==> config.mk <==
export PLATFORM = sky130hd
export DESIGN_NAME = seg_scan_driver
export DESIGN_NICKNAME = d
export VERILOG_FILES = /design/src/rtl/seg_scan_driver.sv
export SDC_FILE = /design/constraint.sdc
export NUM_CORES = 1
export LEC_CHECK = 0
export CORE_MARGIN = 5
export CORE_UTILIZATION = 55
export CTS_CLUSTER_DIAMETER = 100
export DETAILED_ROUTE_END_ITERATION = 7
export DONT_BUFFER_PORTS = 1
export GPL_TIMING_DRIVEN = 0
export HOLD_SLACK_MARGIN = 0.05
export PLACE_DENSITY = 0.68
export SYNTH_ARGS = -nofsm -noshare
export SYNTH_HDL_FRONTEND = slang
export SYNTH_SLANG_ARGS = --single-unit
==> constraint.sdc <==
create_clock -name clk -period 3.42 [get_ports clk]
set_clock_uncertainty 0.2 [all_clocks]
set_input_delay 0.684 -clock clk [delete_from_list [all_inputs] [get_ports clk]]
set_output_delay 0.684 -clock clk [all_outputs]
set_load 0.02 [all_outputs]
==> src/rtl/seg_scan_driver.sv <==
// seg_scan_driver: time-multiplexed seven-segment scanner.
// Frame-synchronous display update, LZ blanking, per-digit enable.
module seg_scan_driver #(
  parameter int NUM_DIGITS  = 8,
  parameter int REFRESH_DIV = 100000
) (
  input  logic                    clk,
  input  logic                    reset,
  input  logic [4*NUM_DIGITS-1:0] value,
  input  logic [NUM_DIGITS-1:0]   dp_in,
  input  logic [NUM_DIGITS-1:0]   digit_en,
  input  logic                    lz_blank,
  input  logic                    load,
  output logic [6:0]              outSeg,
  output logic                    dp,
  output logic [NUM_DIGITS-1:0]   anode,
  output logic                    frame_done
);

  localparam int IW = $clog2(NUM_DIGITS);
  localparam int PW = $clog2(REFRESH_DIV);

  localparam logic [PW-1:0] P_LAST =
    PW'(REFRESH_DIV - 1);
  localparam logic [IW-1:0] I_LAST =
    IW'(NUM_DIGITS - 1);

  logic [PW-1:0]           pcnt;
  logic [IW-1:0]           idx;
  logic                    tick;
  logic                    wrap;
  logic                    wrap_q;

  logic [4*NUM_DIGITS-1:0] pend_val;
  logic [NUM_DIGITS-1:0]   pend_dp;
  logic                    pend_ok;
  logic [4*NUM_DIGITS-1:0] disp_val;
  logic [NUM_DIGITS-1:0]   disp_dp;

  logic [3:0]              nib;
  logic                    dsel;
  logic                    en_sel;
  logic                    lz_hit;
  logic                    zero_run;

  assign tick = (pcnt == P_LAST);
  assign wrap = tick && (idx == I_LAST);

  // active-low glyphs in {g,f,e,d,c,b,a} order
  function automatic logic [6:0] glyph(
    input logic [3:0] n
  );
    logic [6:0] g;
    unique case (n)
      4'h0: g = 7'b1000000;
      4'h1: g = 7'b1111001;
      4'h2: g = 7'b0100100;
      4'h3: g = 7'b0110000;
      4'h4: g = 7'b0011001;
      4'h5: g = 7'b0010010;
      4'h6: g = 7'b0000010;
      4'h7: g = 7'b1111000;
      4'h8: g = 7'b0000000;
      4'h9: g = 7'b0010000;
      4'hA: g = 7'b0001000;
      4'hB: g = 7'b0000011;
      4'hC: g = 7'b1000110;
      4'hD: g = 7'b0100001;
      4'hE: g = 7'b0000110;
      4'hF: g = 7'b0001110;
    endcase
    return g;
  endfunction

  // prescaler and digit index; index advances once per slot
  always_ff @(posedge clk) begin
    if (!reset) begin
      pcnt <= '0;
      idx  <= '0;
    end else if (tick) begin
      pcnt <= '0;
      idx  <= (idx == I_LAST) ? '0 : idx + 1'b1;
    end else begin
      pcnt <= pcnt + 1'b1;
    end
  end

  // pending capture; display only changes on the frame wrap
  always_ff @(posedge clk) begin
    if (!reset) begin
      pend_val <= '0;
      pend_dp  <= '0;
      pend_ok  <= 1'b0;
      disp_val <= '0;
      disp_dp  <= '0;
    end else if (wrap) begin
      if (load) begin
        disp_val <= value;
        disp_dp  <= dp_in;
      end else if (pend_ok) begin
        disp_val <= pend_val;
        disp_dp  <= pend_dp;
      end
      pend_ok <= 1'b0;
    end else if (load) begin
      pend_val <= value;
      pend_dp  <= dp_in;
      pend_ok  <= 1'b1;
    end
  end

  // select current digit; zero_run tracks all-zero nibbles from the top
  always_comb begin
    nib      = '0;
    dsel     = 1'b0;
    en_sel   = 1'b0;
    lz_hit   = 1'b0;
    zero_run = 1'b1;
    for (int i = NUM_DIGITS - 1; i >= 0; i--) begin
      zero_run = zero_run &&
                 (disp_val[4*i +: 4] == 4'h0);
      if (idx == IW'(i)) begin
        nib    = disp_val[4*i +: 4];
        dsel   = disp_dp[i];
        en_sel = digit_en[i];
        lz_hit = zero_run && (i != 0);
      end
    end
  end

  // registered output stage; frame_done aligns with digit 0 reappearing
  always_ff @(posedge clk) begin
    if (!reset) begin
      outSeg     <= '1;
      dp         <= 1'b1;
      anode      <= '1;
      wrap_q     <= 1'b0;
      frame_done <= 1'b0;
    end else begin
      wrap_q     <= wrap;
      frame_done <= wrap_q;
      if (!en_sel) begin
        outSeg <= '1;
        dp     <= 1'b1;
        anode  <= '1;
      end else begin
        anode  <= ~(NUM_DIGITS'(1) << idx);
        outSeg <= (lz_blank && lz_hit) ?
                  7'b1111111 : glyph(nib);
        dp     <= ~dsel;
      end
    end
  end

endmodule

* Yosys cells after proc, flatten, opt, wreduce, memory -nomap -nowiden
Memories as Yosys holds them, arrays and structs flattened. A register that Yosys moved wholly into a read port is not among the register bits. Cells that the tools add are included.
Cells by class: muxes and demuxes 37, add/subtract/negate cells 2, bitwise gates (word level) 5, reduce and logical (&&, ||, !) cells 23, eq/ne operators 8, shift operators 1
Operators with widths (number):
- $mux W32 | 2
- $mux W4 | 8
- $logic_not A4 Y1 | 7
- $mux W1 | 24
- $add A17 B1 Y17 const B | 1
- $eq A17 B17 Y1 const B | 1
- $mux W8 | 2
- $eq A3 B3 Y1 const B | 4
- $logic_and A1 B1 Y1 | 8
- $not A8 Y8 | 1
- $shl A1 B3 Y8 const A | 1
- $eq A3 B2 Y1 const B | 2
- $reduce_and A2 Y1 | 3
- $not A1 Y1 | 4
- $reduce_or A2 Y1 | 2
- $add A3 B1 Y3 const B | 1
- $eq A3 B1 Y1 const B | 1
- $logic_not A3 Y1 | 1
- $mux W3 | 1
- $reduce_or A3 Y1 | 1
- $reduce_bool A2 Y1 | 1
Storage, ports and cells: input port bits 52, memory bits (read-only) 112, register bits 112, memories 1
Memory list:
- (no name shown) | depth 16, bits a word 7, read ports 1, clocked after memory_dff 1, wr ports 0, RTL line 54 | unique case (n)

* Longest topological paths before layout
Gate-level depths: netlist of the first run.
word-level depth 11, depth in mapped cells 14, gate-level depth less buffers 12

* Worst setup path before layout of the first run
No wires, ideal clock.
path kind register to register, start point register idx[0], end point register outSeg[5], data required time 3080 ps, setup slack 596 ps, data arrival time 2485 ps, cell stages (with the launch flop) 15, buffers on the path 2, cells stage by stage dfxtp_1 inv_1 ha_1 clkbuf_1 clkbuf_1 nor3b_1 o21ai_0 a31oi_1 nor2_1 inv_1 ha_1 inv_1 nor3_1 o21ai_0 o2111ai_1
On the way: cells in the longest elaborated chain, start to end 11, elaborated cells between the ends (all ways) 35
RTL lines:
- start: declaration | RTL line 29 | logic [IW-1:0] idx;
- start signal: assignment | RTL line 82 | idx <= (idx == I_LAST) ? '0 : idx + 1'b1;
- $eq A3 B3 Y1 | RTL line 122 | if (idx == IW'(i)) begin
- $mux W1 (8 in a row) | RTL line 122
- $logic_and A1 B1 Y1 / $not A1 Y1 (equally long branches)
- $reduce_or A3 Y1 (no source line)
- end: declaration | RTL line 14 | output logic [6:0] outSeg,
Parallel ways exist; a longest one is shown, timed or not. A chain may end at the register's enable or synchronous reset.

* Worst setup path after layout of the first run
start point register idx[2], end point register outSeg[3]
The elaborated chain is that of the path after synthesis.

==> results of run 1 <==
## synthesized netlist by cell type, types with 2 or more instances
| master | number | area, µm² |
|---|---|---|
| a211o_1 | 2 | 17.5 |
| mux2i_1 | 43 | 430 |
| nand4b_1 | 2 | 17.5 |
| inv_1 | 18 | 67.6 |
| nand4_1 | 9 | 56.3 |
| nor2_1 | 64 | 240 |
| nand2b_1 | 4 | 25.0 |
| or4_1 | 4 | 30.0 |
| a21o_1 | 3 | 22.5 |
| nor3b_1 | 3 | 22.5 |
| o31ai_1 | 2 | 15.0 |
| clkbuf_1 | 31 | 116 |
| xor2_1 | 7 | 61.3 |
| xnor2_1 | 5 | 43.8 |
| or3_1 | 6 | 37.5 |
| a31oi_1 | 5 | 31.3 |
| nor2_2 | 10 | 62.6 |
| nand4bb_1 | 2 | 22.5 |
| o2111ai_1 | 6 | 52.6 |
| o21ai_0 | 19 | 95.1 |
| a211oi_1 | 4 | 30.0 |
| nor4_1 | 7 | 43.8 |
| nand3b_1 | 6 | 45.0 |
| ha_1 | 13 | 163 |
| buf_4 | 4 | 30.0 |
| nand3_1 | 15 | 75.1 |
| a21boi_0 | 2 | 15.0 |
| nor2b_1 | 10 | 62.6 |
| and2_1 | 4 | 25.0 |
| dfxtp_1 | 119 | 2380 |
| a211oi_2 | 40 | 500 |
| and3_1 | 3 | 18.8 |
| buf_6 | 4 | 45.0 |
| o311ai_0 | 2 | 17.5 |
| a21oi_1 | 63 | 315 |
| buf_2 | 6 | 30.0 |
| nor3_1 | 3 | 15.0 |
| nand2_1 | 108 | 405 |
## critical path: cells and delay by family, from the launching register on
kind | cells | cell delay [ps]
flops | 1 | 350
buf+inv | 5 | 940
mux | 2 | 430
simple gates | 2 | 390
fa+ha+maj | 2 | 410
compound gates | 2 | 390
## final timing paths
| path | slack [ps] | to | start |
|---|---|---|---|
| hold / removal | 80 | frame_done | reset |
| setup / recovery | 160 | outSeg[3] | idx[2] |
| hold reg to reg | 230 | frame_done | wrap_q |
| setup reg to reg | 160 | outSeg[3] | idx[2] |
## stage by stage
step	utilization (%)	setup WS [ps]	cell area [µm²]	cells	hold slack [ps]
after floorplan	-	596	5860	675	212
after global placement	58.2	-279	6030	811	220
after detailed placement	58.2	-344	6030	811	224
after CTS	64.1	47.6	6650	842	60.7
after global routing	64.4	17.0	6670	842	80.6
final	64.4	161	6670	842	79.6
## cell type report
cell class              count  area (µm²)  share of cell area [%]
multi-input cells         492        3210                    48.1
flip-flops and latches    119        2380                    35.7
clock buffers              18         428                    6.41
plain buffers              45         244                    3.66
clock inverters            14         175                    2.62
well taps                 136         170                    2.55
inverters                  18        67.6                    1.01
## flip-flops by register name, indices dropped and copies added, names as in the netlist
signal      cells
pend_val       32
outSeg          7
pend_dp         8
idx             3
wrap_q          1
anode           8
pend_ok         1
disp_dp         8
frame_done      1
pcnt           17
dp              1
disp_val       32
## metal layers
metal	GRT usage (%)	part of all wire [%]	up-vias
met3	5.13	6.1	29
met5	0	0	-
met2	40.6	47	157
met4	9.54	2.3	0
li1	-	-	2419
met1	32.2	45	2314
## kinds of logic (layout without fill, tap and decap cells)
family | Yosys count | count (layout)
DFF | 119 | 119
AOI/OAI and AO/OA | 158 | 158
and+or+nand+nor | 265 | 265
adders and majority gates | 13 | 13
buffers and inverters | 64 | 95
muxes | 44 | 44
xor gates and xnor gates | 12 | 12
## what timing repair did
| action | CTS | global route |
|---|---|---|
| pin swaps | 0 | 1 |
| endpoints found under the setup margin | 7 | 6 |
| hold buffers | 0 | 0 |
| gates resized for setup | 8 | 11 |
## power breakdown
group	internal (mW)	switching, mW
Sequential	1.42	0.0225
Combinational	0.0515	0.0982
Clock	1.13	0.683
Total	2.61	0.804
==> metrics.md, run 1 <==
| Metric | Value |
|---|---|
| Total grt overflow | `0` |
| Synth Area in Adders | `2.77%` |
| Most frequent CP cell | `inv_1` |
| Root Driver | `clkbuf_8` |
| WS Path Type | `reg2reg` |
| # diodes | `0` |
| Post-Synth Simple-Gate Area | `21.5%` |
| MaxCap Viol Count | `0` |
| Multiplexer share of the synthesized area | `7.53%` |
| Syn_nets | `740` |
| Clock Tree Buf Depth | `2` |
| DR pass1 iterations | `5` |
| Top_reg_cell synth | `dfxtp_1` |
| Hpwl dp | `11.3 mm` |
| Avg Cell Area, Syn | `8.68 µm²` |
| Minimum clock period | `3260 ps` |
| Number of I/O pins | `69` |
| Initial Utilization | `56.5%` |
| Clock sinks | `119` |
| Layout cells sized above 1 | `17.0%` |
| Max FO, Critical Path | `10` |
| Port bufs | `0` |
| Relative slew margins | `38.3%` |
| Setup crit start kind | `register` |
| Pwr Total | `3.41 mW` |
| Maximum vdd drop | `301 µV` |
| CP required | `3610 ps` |
| Global-route wire length before repair | `25.3 mm` |
| Synth Cell Area | `5860 µm²` |
| Worst Tran Pin Value | `926 ps` |
| Die W | `113 µm` |
| Post-Route WL | `15.5 mm` |
| Fillcell total | `905` |
| Largest net degree at the start of global routing | `17` |
| Total GRT Usage | `24.8%` |
| Crit end category | `register` |
| Final hold violation count | `0` |
| Gp weighted congestion | `0.915` |
| CP Cell Sequence | `buf_2, inv_1, ha_1, clkbuf_2, inv_1, o2111ai_1, a41oi_2, nor2_2, inv_1, ha_1, mux2_2, mux2i_1, nand3_1` |
| Vias | `4919` |
| Final Setup Violations | `0` |
| Routed length per instance | `18.4 µm` |
| Post-route clock period utilization | `95.3%` |
| Post-CTS Setup Inserts | `0` |
| Clock transition at path regs | `60 ps` |
| Distinct cells, synth | `55` |
| Skew-Pair Late Insertion Delay | `520 ps` |
| DRC violations left | `0` |
| Initial antenna violation count | `0` |
| Core Area | `10400 µm²` |
| CTS tree | `yes` |
| Final #Nets | `758` |
| Die area | `12800 µm²` |
| Post-synth ARST share | `0%` |
| EDFF count, synth | `0` |
| Drt via density | `5.84` |
| Detailed Route Iter0 Violations | `342` |
| Compound-cell area share of the yosys netlist | `20.5%` |
| Leakage | `2.39 nW` |
| Setup_tns | `0 ps` |
| Outcome | `finished, final reports clean` |
| Total CTS buffers | `17` |
| CP max-delay cell | `dfxtp_1` |
| Vias in the first global route | `5000` |
| Commonest cells after routing, fill and taps aside | `dfxtp_1, nand2_1, a21oi_1` |
| Syn Inst Count | `675` |
| Main combinational cell family by area after synthesis | `simple AND/OR/NAND/NOR gates` |
| PwrDens | `511 nW/µm²` |
| Synth Area in XOR/XNOR | `1.79%` |
| Worst r2r path cells | `13` |
| Commonest non-fill, non-tap cell in the layout | `dfxtp_1` |
| RSZ-0062 raised after global routing | `no` |
| Htree depth | `4` |
| Max stage delay on crit path | `350 ps` |
| Fmax | `307 MHz` |
| Die Y | `113 µm` |
| # rows | `37` |
| Fin. max-slew vios | `0` |
| Number of stages on the worst hold path | `1` |
| Final ANT Viol Nets | `0` |
| Synth Register Bits | `119` |
| Hold/Removal Path Class | `in2reg` |
| YS warnings | `0` |
| Sequential area share after synthesis | `40.6%` |
| Critical path data arrival time | `3450 ps` |
| Area growth syn-to-layout | `13.9%` |
(Power assumes the default switching activity.)
==> run 2: changes to the inputs <==
CORE_MARGIN = 2   (was 5)
CORE_UTILIZATION = 64   (was 55)
PLACE_DENSITY = 0.78   (was 0.68)
==> run 2 against run 1 <==
Global-route usage increased by 6.8 points. Non-clock buffer count unchanged. Critical endpoint unchanged. Worst setup slack got worse by 7.2 ps. Largest power group unchanged. Die area decreased by 22%. Highest routed layer unchanged. Sequential power about the same. Core utilization increased by 11 points. Sequential share of layout area increased by 0.28 points. Critical path depth decreased by 1. Combinational power about the same. Total power decreased by 1.9%. Wire length decreased by 1.0%.
==> metrics.md, run 2 (synthesis results as in run 1) <==
| Metric | Value |
|---|---|
| Fillcell total | `639 (-29%)` |
| Drt via density | `6.26 (+7.2%)` |
| Initial antenna violation count | `0 (unchanged)` |
| Vias in the first global route | `4980 (-0.40%)` |
| CP required | `3600 ps (about the same)` |
| Number of I/O pins | `69 (unchanged)` |
| Detailed Route Iter0 Violations | `327 (-4.4%)` |
| Gp weighted congestion | `0.972 (+6.2%)` |
| Commonest non-fill, non-tap cell in the layout | `dfxtp_1` |
| Post-Route WL | `15.3 mm (-1.0%)` |
| Total GRT Usage | `31.6% (+6.8 points)` |
| Post-route clock period utilization | `95.5% (+0.21 points)` |
| Commonest cells after routing, fill and taps aside | `dfxtp_1, nand2_1, a21oi_1` |
| Initial Utilization | `66.6% (+10 points)` |
| # rows | `34 (-8.1%)` |
| Hold/Removal Path Class | `in2reg` |
| Layout cells sized above 1 | `16.6% (-0.42 points)` |
| Final hold violation count | `0 (unchanged)` |
| Die area | `9940 µm² (-22%)` |
| Minimum clock period | `3270 ps (+7.17 ps)` |
| Skew-Pair Late Insertion Delay | `520 ps (about the same)` |
| R2r endpoint | `outSeg[3]` |
| CP startpoint | `idx[0]` |
| Top Registers | `disp_val (32), pend_val (32), pcnt (17)` |
| Critical R2R Launch | `idx[0]` |
| Core Area | `8810 µm² (-15%)` |
| Global-route wire length before repair | `24.6 mm (-2.6%)` |
| Worst setup margin | `154 ps (-7.17 ps)` |
| Fmax | `306 MHz (-0.22%)` |
| Critical path data arrival time | `3450 ps (about the same)` |
| Worst Tran Pin Value | `977 ps (+51.2 ps)` |
| Max FO, Critical Path | `10 (unchanged)` |
| Crit end category | `register` |
| Finished layout cell area | `6630 µm² (-0.73%)` |
| Die W | `99.7 µm (-12%)` |
| Largest net degree at the start of global routing | `20 (+3)` |
| Clock Tree Buf Depth | `2 (unchanged)` |
| Final ANT Viol Nets | `0 (unchanged)` |
| MaxCap Viol Count | `0 (unchanged)` |
| Maximum vdd drop | `469 µV (+56%)` |
| Pwr Total | `3.35 mW (-1.9%)` |
| RSZ-0062 raised after global routing | `yes` |
| Final #Nets | `758 (unchanged)` |
| Area growth syn-to-layout | `13.0%` |
| Worst r2r path cells | `12 (-1)` |
| Reg2Reg Setup Slack | `150 ps (about the same)` |
| Total CTS buffers | `17 (unchanged)` |
| Root Driver | `clkbuf_8` |
| Hpwl dp | `10.8 mm (-4.3%)` |
| DR pass1 iterations | `5 (unchanged)` |
| Setup crit start kind | `register` |
| Leakage | `2.38 nW (-0.61%)` |
| Final Setup Violations | `0 (unchanged)` |
| WS Path Type | `reg2reg` |
| Setup slack at placement | `-295 ps (+48.3 ps)` |
| Placed cell count | `783 (-3.5%)` |
| Vias | `5102 (+3.7%)` |
| Post-route insts no fill | `815 (-3.2%)` |
| Port bufs | `0 (unchanged)` |
| Relative slew margins | `34.9% (-3.4 points)` |
| Clock sinks | `119 (unchanged)` |
| Htree depth | `4 (unchanged)` |
| DRC violations left | `0 (unchanged)` |
| Routed length per instance | `18.8 µm (+2.2%)` |
| Post-DP Area | `6000 µm² (-0.58%)` |
| Die Y | `99.7 µm (-12%)` |
| Worst Hold Margin | `95.1 ps (+15.5 ps)` |
| PwrDens | `505 nW/µm² (-1.2%)` |
| Outcome | `finished, final reports clean` |
| Clock transition at path regs | `60 ps (about the same)` |
| Hold_buf cts | `0 (unchanged)` |
| Worst Setup EP | `outSeg[3]` |
| Total grt overflow | `0 (unchanged)` |
| Fin. max-slew vios | `0 (unchanged)` |
| CTS tree | `yes` |
## run 2: cell types whose count changed in the layout (fill, tap and decap cells not counted), moves of 2 or more
cell	before	now
clkbuf_1	23	26
clkbuf_4	1	3
clkbuf_2	5	3
inv_6	2	0
## run 2: area by class of cell
type	instances	area, µm²	area share (%)
diodes	1	2.50	0.0378
inverters	18	67.6	1.02
clock buffers	20	425	6.42
flip-flops and latches	119	2380	36.0
plain buffers	45	248	3.74
clock inverters	12	154	2.32
well taps	108	135	2.04
multi-input cells	492	3210	48.4
## run 2: worst min-delay path by stage
stage | from | end | slack, ps | cells past startpoint
after floorplan | wrap_q | frame_done | 210 | 1
after global routing | reset | frame_done | 90 | 1
after global placement | wrap_q | frame_done | 220 | 1
after detailed placement | wrap_q | frame_done | 230 | 1
after CTS | reset | frame_done | 90 | 1
final | reset | frame_done | 100 | 1
## run 2: stage by stage
step                      util (%)  setup TNS, ps
after floorplan                  -              0
after global placement        68.1           -861
after detailed placement      68.1          -1100
after CTS                     74.7              0
after global routing          75.2          -3.03
final                         75.2              0
## run 2: where the power goes
part | switching (mW) | internal (mW) | leakage (nW)
sequential | 0.0227 | 1.42 | 0.970
clock | 0.646 | 1.11 | 0.275
combinational | 0.0979 | 0.0513 | 1.13
## run 2: repair_timing
action,4_1_cts,5_1_grt
gates resized for setup,6,18
pin swaps,0,1
endpoints found under the setup margin,6,6
buffers inserted,0,0
## run 2: worst max-delay path, cell delays in order, from the launching register on
cell       delay (ps)
dfxtp_1           340
inv_1             130
ha_1              330
buf_1             440
nand3_1           150
o2111ai_1         150
a41oi_2           230
nor2_4            230
inv_1             120
ha_1              210
mux2_2            270
mux2i_1           210
nand3_1           110
## run 2: per-layer routing
metal | GRT usage [%] | routed length [µm] | share of wire, % | vias to the layer above
met5 | 0 | 0 | 0 | -
met4 | 13.5 | 433 | 2.8 | 0
met3 | 6.96 | 1050 | 6.8 | 48
met2 | 51.4 | 7290 | 48 | 222
met1 | 40.6 | 6560 | 43 | 2413
li1 | - | - | - | 2419
==> run 3: changes to the inputs <==
GPL_TIMING_DRIVEN = not set   (was 0)
==> run 3 against run 2 <==
Global-route usage down 1.6 points. First-iteration DRC count down 9.2%. Via count down 4.5%. Core utilization down 1.2 points. Largest cell class unchanged. Non-clock buffer count down 30. Sequential share of layout area up 0.57 points. Largest power group unchanged. Register-to-register slack better by 200 ps. Fmax up 6.4%. Count of clock-buffer cells in the layout up 1.
==> metrics.md, run 3 (synthesis results as in run 1) <==
| Metric | Value |
|---|---|
| Outcome | `finished, final reports clean` |
| Crit path buffers/inverters | `2 (-1)` |
| Clock sinks | `119 (unchanged)` |
| Initial Utilization | `66.6% (unchanged)` |
| Worst Tran Pin Value | `906 ps (-70.8 ps)` |
| Largest delay share family, worst path | `adder cells` |
| Top Registers | `disp_val (32), pend_val (32), pcnt (17)` |
| RSZ-0062 raised after global routing | `no` |
| Fmax | `326 MHz (+6.4%)` |
| CP Cell Sequence | `ha_1, ha_1, nor2b_1, o21ai_0, a31oi_1, nor2_1, inv_1, ha_1, inv_1, nor3_1, o21ai_0, o2111ai_1` |
| Port bufs | `0 (unchanged)` |
| Clock transition at path regs | `60 ps (about the same)` |
| Global-route wire length before repair | `23.6 mm (-4.1%)` |
| Critical path data arrival time | `3310 ps (-140 ps)` |
| Drt via density | `6.21 (-0.73%)` |
| Leakage | `2.34 nW (-1.5%)` |
| Crit end category | `register` |
| Commonest non-fill, non-tap cell in the layout | `dfxtp_1` |
| Clock Tree Buf Depth | `2 (unchanged)` |
| Hpwl dp | `9.85 mm (-9.1%)` |
| Htree depth | `4 (unchanged)` |
| Post-CTS Setup Inserts | `0 (unchanged)` |
| Setup_tns | `0 ps (unchanged)` |
| Fin. max-slew vios | `0 (unchanged)` |
| DR pass1 iterations | `5 (unchanged)` |
| Pwr Total | `3.42 mW (+2.1%)` |
| Root Driver | `clkbuf_8` |
| Total CTS buffers | `17 (unchanged)` |
| Total grt overflow | `0 (unchanged)` |
| Max stage delay on crit path | `350 ps (-90 ps)` |
| Die Y | `99.7 µm (unchanged)` |
| Largest net degree at the start of global routing | `55 (+180%)` |
| Most frequent CP cell | `ha_1` |
| Skew-Pair Late Insertion Delay | `520 ps (about the same)` |
| Setup crit start kind | `register` |
| Final hold violation count | `0 (unchanged)` |
| Final core occ | `74.0% (-1.2 points)` |
| Core Area | `8810 µm² (unchanged)` |
| Hold_buf cts | `0 (unchanged)` |
| Number of I/O pins | `69 (unchanged)` |
| Worst setup margin | `352 ps (+198 ps)` |
| # resized after CTS | `0 (-6)` |
| Area growth syn-to-layout | `11.2%` |
| WS Path Type | `reg2reg` |
| MaxCap Viol Count | `0 (unchanged)` |
| DRC violations left | `0 (unchanged)` |
| Total GRT Usage | `30.0% (-1.6 points)` |
| CTS tree | `yes` |
| CP required | `3660 ps (+60 ps)` |
| Layout cells sized above 1 | `15.7% (-0.89 points)` |
| Post-route clock period utilization | `89.7% (-5.8 points)` |
| Die area | `9940 µm² (unchanged)` |
| Vias in the first global route | `4879 (-2.0%)` |
| Fillcell total | `667 (+4.4%)` |
| Final Setup Violations | `0 (unchanged)` |
| Final #Nets | `728 (-4.0%)` |
| Detailed Route Iter0 Violations | `297 (-9.2%)` |
| # diodes | `0 (-1)` |
| Vias | `4872 (-4.5%)` |
| Commonest cells after routing, fill and taps aside | `dfxtp_1, nand2_1, nor2_1` |
| Hold/Removal Path Class | `in2reg` |
| Minimum clock period | `3070 ps (-198 ps)` |
| Routed length per instance | `18.0 µm (-4.2%)` |
| CP max-delay cell | `nor2b_1` |
| PwrDens | `524 nW/µm² (+3.8%)` |
| Worst Hold Margin | `95.1 ps (+0.0172 ps)` |
| Relative slew margins | `39.5% (+4.6 points)` |
| Setup slack at placement | `433 ps (+729 ps)` |
| Max FO, Critical Path | `11 (+1)` |
| # rows | `34 (unchanged)` |
| Maximum vdd drop | `274 µV (-41%)` |
| Post-Route WL | `14.1 mm (-7.9%)` |
| Gp weighted congestion | `0.943 (-3.0%)` |
| Die W | `99.7 µm (unchanged)` |
| Initial antenna violation count | `0 (unchanged)` |
| Final ANT Viol Nets | `0 (unchanged)` |
run 3: worst paths after layout:
check / end / startpoint / slack (ps) / cells past startpoint
max: outSeg[5] / idx[0] / 350 / 12
min: pend_val[19] / value[19] / 100 / 2
max reg2reg: outSeg[5] / idx[0] / 350 / 12
min reg2reg: frame_done / wrap_q / 240 / 1
run 3: worst register-to-register path, cell delays in order (launching register included):
cell       delay (ps)
dfxtp_1           330
ha_1              220
ha_1              340
nor2b_1           350
o21ai_0           180
a31oi_1           280
nor2_1            150
inv_1             150
ha_1              200
inv_1              60
nor3_1            250
o21ai_0           140
o2111ai_1         130
run 3: through the flow:
step / instances / instance area, µm²
5_1_grt: 784 / 6520
2_1_floorplan: 675 / 5860
4_1_cts: 784 / 6520
3_3_place_gp: 752 / 5910
6_report: 784 / 6520
3_5_place_dp: 752 / 5910
run 3: power by group:
group          switching (mW)  internal, mW
registers              0.0225          1.42
clock network           0.640          1.20
logic                  0.0803        0.0495
total                   0.743          2.67
run 3: routing by layer:
layer	global-route usage, %	up-vias	share of wire [%]
met4	12.1	0	2.3
met3	6.32	29	5.9
li1	-	2349	-
met1	36.8	2333	43
met5	0	-	0
met2	51.2	161	49
run 3: cell type report:
| cell class | count | area [µm²] | share of cell area (%) |
|---|---|---|---|
| Multi-Input combinational cell | 492 | 3180 | 48.8 |
| Clock buffer | 21 | 439 | 6.74 |
| Inverter | 18 | 68.8 | 1.06 |
| Sequential cell | 119 | 2380 | 36.5 |
| Clock inverter | 11 | 174 | 2.67 |
| Tap cell | 108 | 135 | 2.07 |
| Timing Repair Buffer | 15 | 138 | 2.11 |
